$ cat src/rtl/cntry_car_detect.sv
// Country-road vehicle detector: debounces arrival/departure loops,
// counts queued vehicles and drives the registered car-waiting flag x.
//
// Ports:
//   clock      system clock, all state updates on posedge
//   clear      synchronous active-high reset, priority over all updates
//   arr_raw    raw arrival-loop level (1 = vehicle over loop)
//   dep_raw    raw departure-loop level (1 = vehicle over loop)
//   x          1 = car waiting (queue non-empty or hold-over running)
//   car_count  current queue length, saturates at 2^CNT_W-1
//   ovf        sticky: an arrival was dropped at saturation
module cntry_car_detect #(
    parameter int DEB_CYCLES  = 4,
    parameter int CNT_W       = 4,
    parameter int HOLD_CYCLES = 3
) (
    input  logic             clock,
    input  logic             clear,
    input  logic             arr_raw,
    input  logic             dep_raw,
    output logic             x,
    output logic [CNT_W-1:0] car_count,
    output logic             ovf
);

    localparam int SC_W = $clog2(DEB_CYCLES + 1);
    localparam int HD_W = (HOLD_CYCLES > 0) ? $clog2(HOLD_CYCLES + 1) : 1;

    localparam logic [SC_W-1:0]  SC_LAST = SC_W'(DEB_CYCLES - 1);
    localparam logic [CNT_W-1:0] CNT_MAX = '1;
    localparam logic [HD_W-1:0]  HD_LOAD = HD_W'(HOLD_CYCLES);

    logic            arr_f;
    logic            dep_f;
    logic [SC_W-1:0] arr_sc;
    logic [SC_W-1:0] dep_sc;

    logic arr_flip;
    logic dep_flip;
    logic arr_evt;
    logic dep_evt;

    logic [CNT_W-1:0] cnt_n;
    logic             ovf_n;
    logic [HD_W-1:0]  hold;
    logic [HD_W-1:0]  hold_n;

    // A flip happens on the DEB_CYCLES-th consecutive mismatching sample.
    assign arr_flip = (arr_raw != arr_f) && (arr_sc == SC_LAST);
    assign dep_flip = (dep_raw != dep_f) && (dep_sc == SC_LAST);

    // Only the rising flip of a filter marks a vehicle event.
    assign arr_evt = arr_flip & ~arr_f;
    assign dep_evt = dep_flip & ~dep_f;

    always_comb begin
        cnt_n = car_count;
        ovf_n = ovf;
        if (arr_evt && !dep_evt) begin
            if (car_count != CNT_MAX) begin
                cnt_n = car_count + CNT_W'(1);
            end else begin
                ovf_n = 1'b1;
            end
        end else if (dep_evt && !arr_evt) begin
            if (car_count != '0) begin
                cnt_n = car_count - CNT_W'(1);
            end
        end
    end

    // Hold-over restarts only on the nonzero-to-zero transition of
    // the queue; a new arrival cancels any hold that is running.
    always_comb begin
        hold_n = '0;
        if (cnt_n != '0) begin
            hold_n = '0;
        end else if (car_count != '0) begin
            hold_n = HD_LOAD;
        end else if (hold != '0) begin
            hold_n = hold - HD_W'(1);
        end
    end

    always_ff @(posedge clock) begin
        if (clear) begin
            arr_f     <= 1'b0;
            dep_f     <= 1'b0;
            arr_sc    <= '0;
            dep_sc    <= '0;
            car_count <= '0;
            ovf       <= 1'b0;
            hold      <= '0;
            x         <= 1'b0;
        end else begin
            if (arr_raw == arr_f) begin
                arr_sc <= '0;
            end else if (arr_flip) begin
                arr_f  <= ~arr_f;
                arr_sc <= '0;
            end else begin
                arr_sc <= arr_sc + SC_W'(1);
            end

            if (dep_raw == dep_f) begin
                dep_sc <= '0;
            end else if (dep_flip) begin
                dep_f  <= ~dep_f;
                dep_sc <= '0;
            end else begin
                dep_sc <= dep_sc + SC_W'(1);
            end

            car_count <= cnt_n;
            ovf       <= ovf_n;
            hold      <= hold_n;
            x         <= (cnt_n != '0) || (hold_n != '0);
        end
    end

endmodule
$ cat config.mk
export PLATFORM = sky130hd
export DESIGN_NAME = cntry_car_detect
export DESIGN_NICKNAME = d
export VERILOG_FILES = /design/src/rtl/cntry_car_detect.sv
export SDC_FILE = /design/constraint.sdc
export NUM_CORES = 1
export LEC_CHECK = 0
export ABC_AREA = 1
export CELL_PAD_IN_SITES_DETAIL_PLACEMENT = 1
export CELL_PAD_IN_SITES_GLOBAL_PLACEMENT = 1
export CORE_MARGIN = 2
export CORE_UTILIZATION = 45
export CTS_BUF_LIST = sky130_fd_sc_hd__clkbuf_4
export CTS_CLUSTER_DIAMETER = 120
export DETAILED_ROUTE_END_ITERATION = 8
export PLACE_DENSITY_LB_ADDON = 0.05
export SETUP_SLACK_MARGIN = 0.5
export SKIP_LAST_GASP = 1
export SLEW_MARGIN = 0
export SYNTH_ARGS = -nofsm -noshare
export SYNTH_HDL_FRONTEND = slang
export SYNTH_SLANG_ARGS = --single-unit
$ cat constraint.sdc
create_clock -name clock -period 4.45 [get_ports clock]
set_clock_uncertainty 0.15 [all_clocks]
set_input_delay 1.1125 -clock clock [delete_from_list [all_inputs] [get_ports clock]]
set_output_delay 1.1125 -clock clock [all_outputs]
set_load 0.1 [all_outputs]
After elaboration in Yosys (flattened, before gate mapping):

Cells that the tools add are included.

* register bits: 16
* input port bits: 4
* logic and storage cells: 50

* add/subtract/negate cells: 5
* equal/unequal tests: 7
* multiplexer cells: 7
* bitwise logic cells: 7
* reductions and logical operators: 16

Operators by type and width (count)
* $mux W4: 4
* $reduce_bool A4 Y1: 2
* $add A3 B1 Y3 const B: 2
* $eq A3 B2 Y1 const B: 2
* $mux W2: 3
* $reduce_and A2 Y1: 3
* $reduce_or A3 Y1: 2
* $not A1 Y1: 5
* $add A4 B1 Y4 const B: 1
* $logic_and A1 B1 Y1: 4
* $ne A4 B4 Y1 const B: 1
* $reduce_bool A2 Y1: 2
* $sub A4 B1 Y4 const B: 1
* $and A1 B1 Y1: 2
* $eq A1 B1 Y1: 2
* $logic_not A1 Y1: 2
* $ne A1 B1 Y1: 2
* $sub A2 B1 Y2 const B: 1
* $logic_or A1 B1 Y1: 1

Logic depth before layout (Yosys ltp):

* depth in word-level cells: 11
* mapped depth: 14
* depth with buffers taken out: 14

Worst setup path after synthesis:

OpenSTA, ideal clock, no wires.

* path kind: flip-flop to flip-flop
* from: register car_count[0]
* to: register x
* setup time: 109 ps
* arrival time: 2178 ps
* required time: 4191 ps
* path slack: 2013 ps
* stages on the path, launching flop included: 11
* period minus slack after synthesis: 2437 ps
* cells stage by stage: dfxtp_1 inv_1 ha_1 nand3_4 nand3_1 nand3_2 nand2_2 nor2_2 nand3_1 nand2_1 inv_1

* cells in the longest elaborated chain, start to end: 8
* elaborated cells between the ends (all ways): 13

Ends and longest elaborated chain
* start, declared: line 22 `output logic [CNT_W-1:0] car_count,`
* start signal, assigned: line 114 `car_count <= cnt_n;`
* $sub A4 B1 Y4 / $reduce_bool A4 Y1 (equally long branches): line 67, 66, 78
* $mux W4: line 66 `if (car_count != '0) begin`
* $mux W4: line 65 `end else if (dep_evt && !arr_evt) begin`
* $mux W4: line 59 `if (arr_evt && !dep_evt) begin`
* $reduce_bool A4 Y1: line 76, 117
* $mux W2: line 76 `if (cnt_n != '0) begin`
* $reduce_bool A2 Y1: line 117 `x <= (cnt_n != '0) || (hold_n != '0);`
* $logic_or A1 B1 Y1 *: line 117
* end signal, assigned: line 117
* end, declared: line 21 `output logic x,`

Mark *: on every way between the ends. The rest lies on a longest branch, timed or not.
A chain may end at the register's enable or synchronous reset.

Worst setup path after layout:

* from: register car_count[2]
* to: output car_count[2]

No word-level cell between the ends.

==> metrics <==
initial antenna violation count=0; initial core utilization=a little under half; cell chain of the critical path=clkdlybuf4s50_1; fin crit period=approximately 3.2 ns; Syn-to-layout area delta=15.3%; Gate Count Post-Synth=116; violation count after the first detailed-routing iteration=3; Die X-Extent=between 40 and 50 um; fin crit share=slightly above 70%; CTS tree=done; All-Layer GR Usage=about 18%; placed instance area=slightly above 1000 sq um; status=completed; diodes inserted=0; RSZ-0062 raised after global routing=false; Avg Inst Size Synth=just under 8 sq um; Final Util=53.9%; Seq cells post-synth=16; Hold Fails Final Rpt=0; Die ar.=2390 sq um; worst setup path class=reg2out; design area=1050 sq um; Crit path largest cell delay=between 1 and 1.5 ns; final setup TNS=0 ns; Crit. Startpoint=car_count[2]; sequential-to-total area share from yosys stat=35.3%; drt pass-1 iters=4; Max IR drop VDD=0.161 mV; top post-synthesis cells by count=inv_1 (17), nand2_1 (17), dfxtp_1 (16); mapped cell area=908 sq um; cell taking the most area after synthesis=dfxtp_1; Crit Path Max Fanout=9; H-tree levels=1; post-CTS setup buffer count=0; Leak=about 0.00047 uW; clk slew on worst S/H paths=approximately 0.09 ns; Peak Freq=between 0.3 and 0.4 GHz; post-detail-place hpwl=approximately 1500 um; Crit. End Element=output pin; Via Count=773; worst slack, placed=around 1.5 ns; pwr/cell area=roughly 230 nW/um^2; Root Buffer=clkbuf_4; Core ar.=1940 sq um; Worst EP arrival=1.97 ns; kind of start point of the critical path=flop; Hold Startpoint=dep_sc[0]; # DRC=0; CP required=between 3 and 4 ns; first-pass GRT wire length=3400 um; yosys warns=0; via-per-instance ratio=about 5; Synth cell types=24; GR Overflow Total=0; routability cong.=approximately 0.81; Final Net Count=139; Placed Cells incl. Taps=between 150 and 200; FFs w/ async S/R, synth=0%; antenna viol nets, final=0; Slew headroom=34.5%; Sink Count=16; Clk Latency, worst-skew pair=roughly 0.29 ns; Max-Cap Viols=0; CP max stage cell=clkdlybuf4s50_1; post-route setup slack=1.22 ns; Non-Filler Instances=around 160; final setup violation count=0; Worst Tran Pin Value=approximately 0.98 ns; vias in the first global route=~810; largest net degree at the start of global routing=10; DR WL/cell=between 10 and 15 um; post-synth top area share=between 30% and 40%; Die H=between 40 and 50 um; maximum clock path buffer count=2; CTS Hold Bufs=0; CTS buffer count=3; prevailing post-synth register cell=dfxtp_1; fraction of layout cells with a size suffix above 1=15.6%; CP delay by family, top=buffers and inverters; Boundary Pins=10; Hold Crit Class=reg2reg; EDFF count, synth=0; port buffer count=9; final WL=between 1500 and 2000 um; Slew Viols, Final=0; launch point of the worst reg-to-reg path=dep_sc[0]; Mapped Nets=126; ranking of synthesized cells by area=dfxtp_1 (35%), ha_1 (8.3%), inv_1 (7.0%), nand2_1 (7.0%), nand3_1 (6.1%); Buf/Inv on CP=1; post-cts sizing count=0; cell row count=16
[logic make-up after synthesis]
family	Yosys count	synth area share, %
and+or+nand+nor	57	36.1
DFF	16	35.3
buffers and inverters	21	9.50
AOI/OAI and AO/OA	13	7.99
xor gates and xnor gates	3	2.89
adders and majority gates	6	8.26
[final timing paths]
check / slack [ns] / end / depth (start not counted)
setup reg to reg: 2.52 / x / 14
setup / recovery: 1.22 / car_count[2] / 1
hold / removal: 0.28 / dep_sc[0] / 1
hold reg to reg: 0.28 / dep_sc[0] / 1
[routing by layer]
layer | wire length [um] | up-vias | part of all wire [%] | GRT usage (%)
met5 | 0 | - | 0 | 0
met4 | 44 | 0 | 2.4 | 10.0
met3 | 35 | 5 | 1.9 | 1.84
met2 | 960 | 7 | 53 | 33.3
met1 | 786 | 367 | 43 | 20.5
li1 | - | 394 | - | -
[through the flow]
stage / hold WS (ns) / total power [uW]
after floorplan: 0.249 / 163
after global placement: 0.258 / 170
after detailed placement: 0.265 / 171
after CTS: 0.283 / 251
after global routing: 0.307 / 259
final: 0.284 / 246
[cells in the final DEF, fill, tap and decap left out, drive strengths merged]
cell and instances:
a21oi 6, clkbuf 3, clkdlybuf4s50 9, clkinv 1
dfxtp 16, ha 6, inv 20, nand2 23
nand3 15, nand4 2, nor2 16, nor3 1
o211ai 1, o21a 1, o21ai 4, o31ai 1
xor2 3
[report_power, final]
part           internal, uW  switching [uW]  leakage (uW)
Combinational          7.36            12.9      0.000323
Sequential              146            1.40      0.000130
Clock                  32.6            45.6     0.0000154
Total                   186            59.9      0.000467
[registers in the layout, summed over array words and instances (netlist names)]
register	cells
dep_f	1
ovf	1
x	1
car_count	4
dep_sc	3
hold	2
arr_f	1
arr_sc	3
[final cells by class]
| cell class | instances | area, sq um |
|---|---|---|
| clock buffer | 3 | 22.5 |
| clock inverter | 1 | 3.75 |
| fill | 257 | 895 |
| inverter | 20 | 75.1 |
| multi-input combinational | 79 | 502 |
| sequential | 16 | 320 |
| tap | 27 | 33.8 |
| timing repair buffer | 9 | 90.1 |
(Power assumes the default switching activity.)
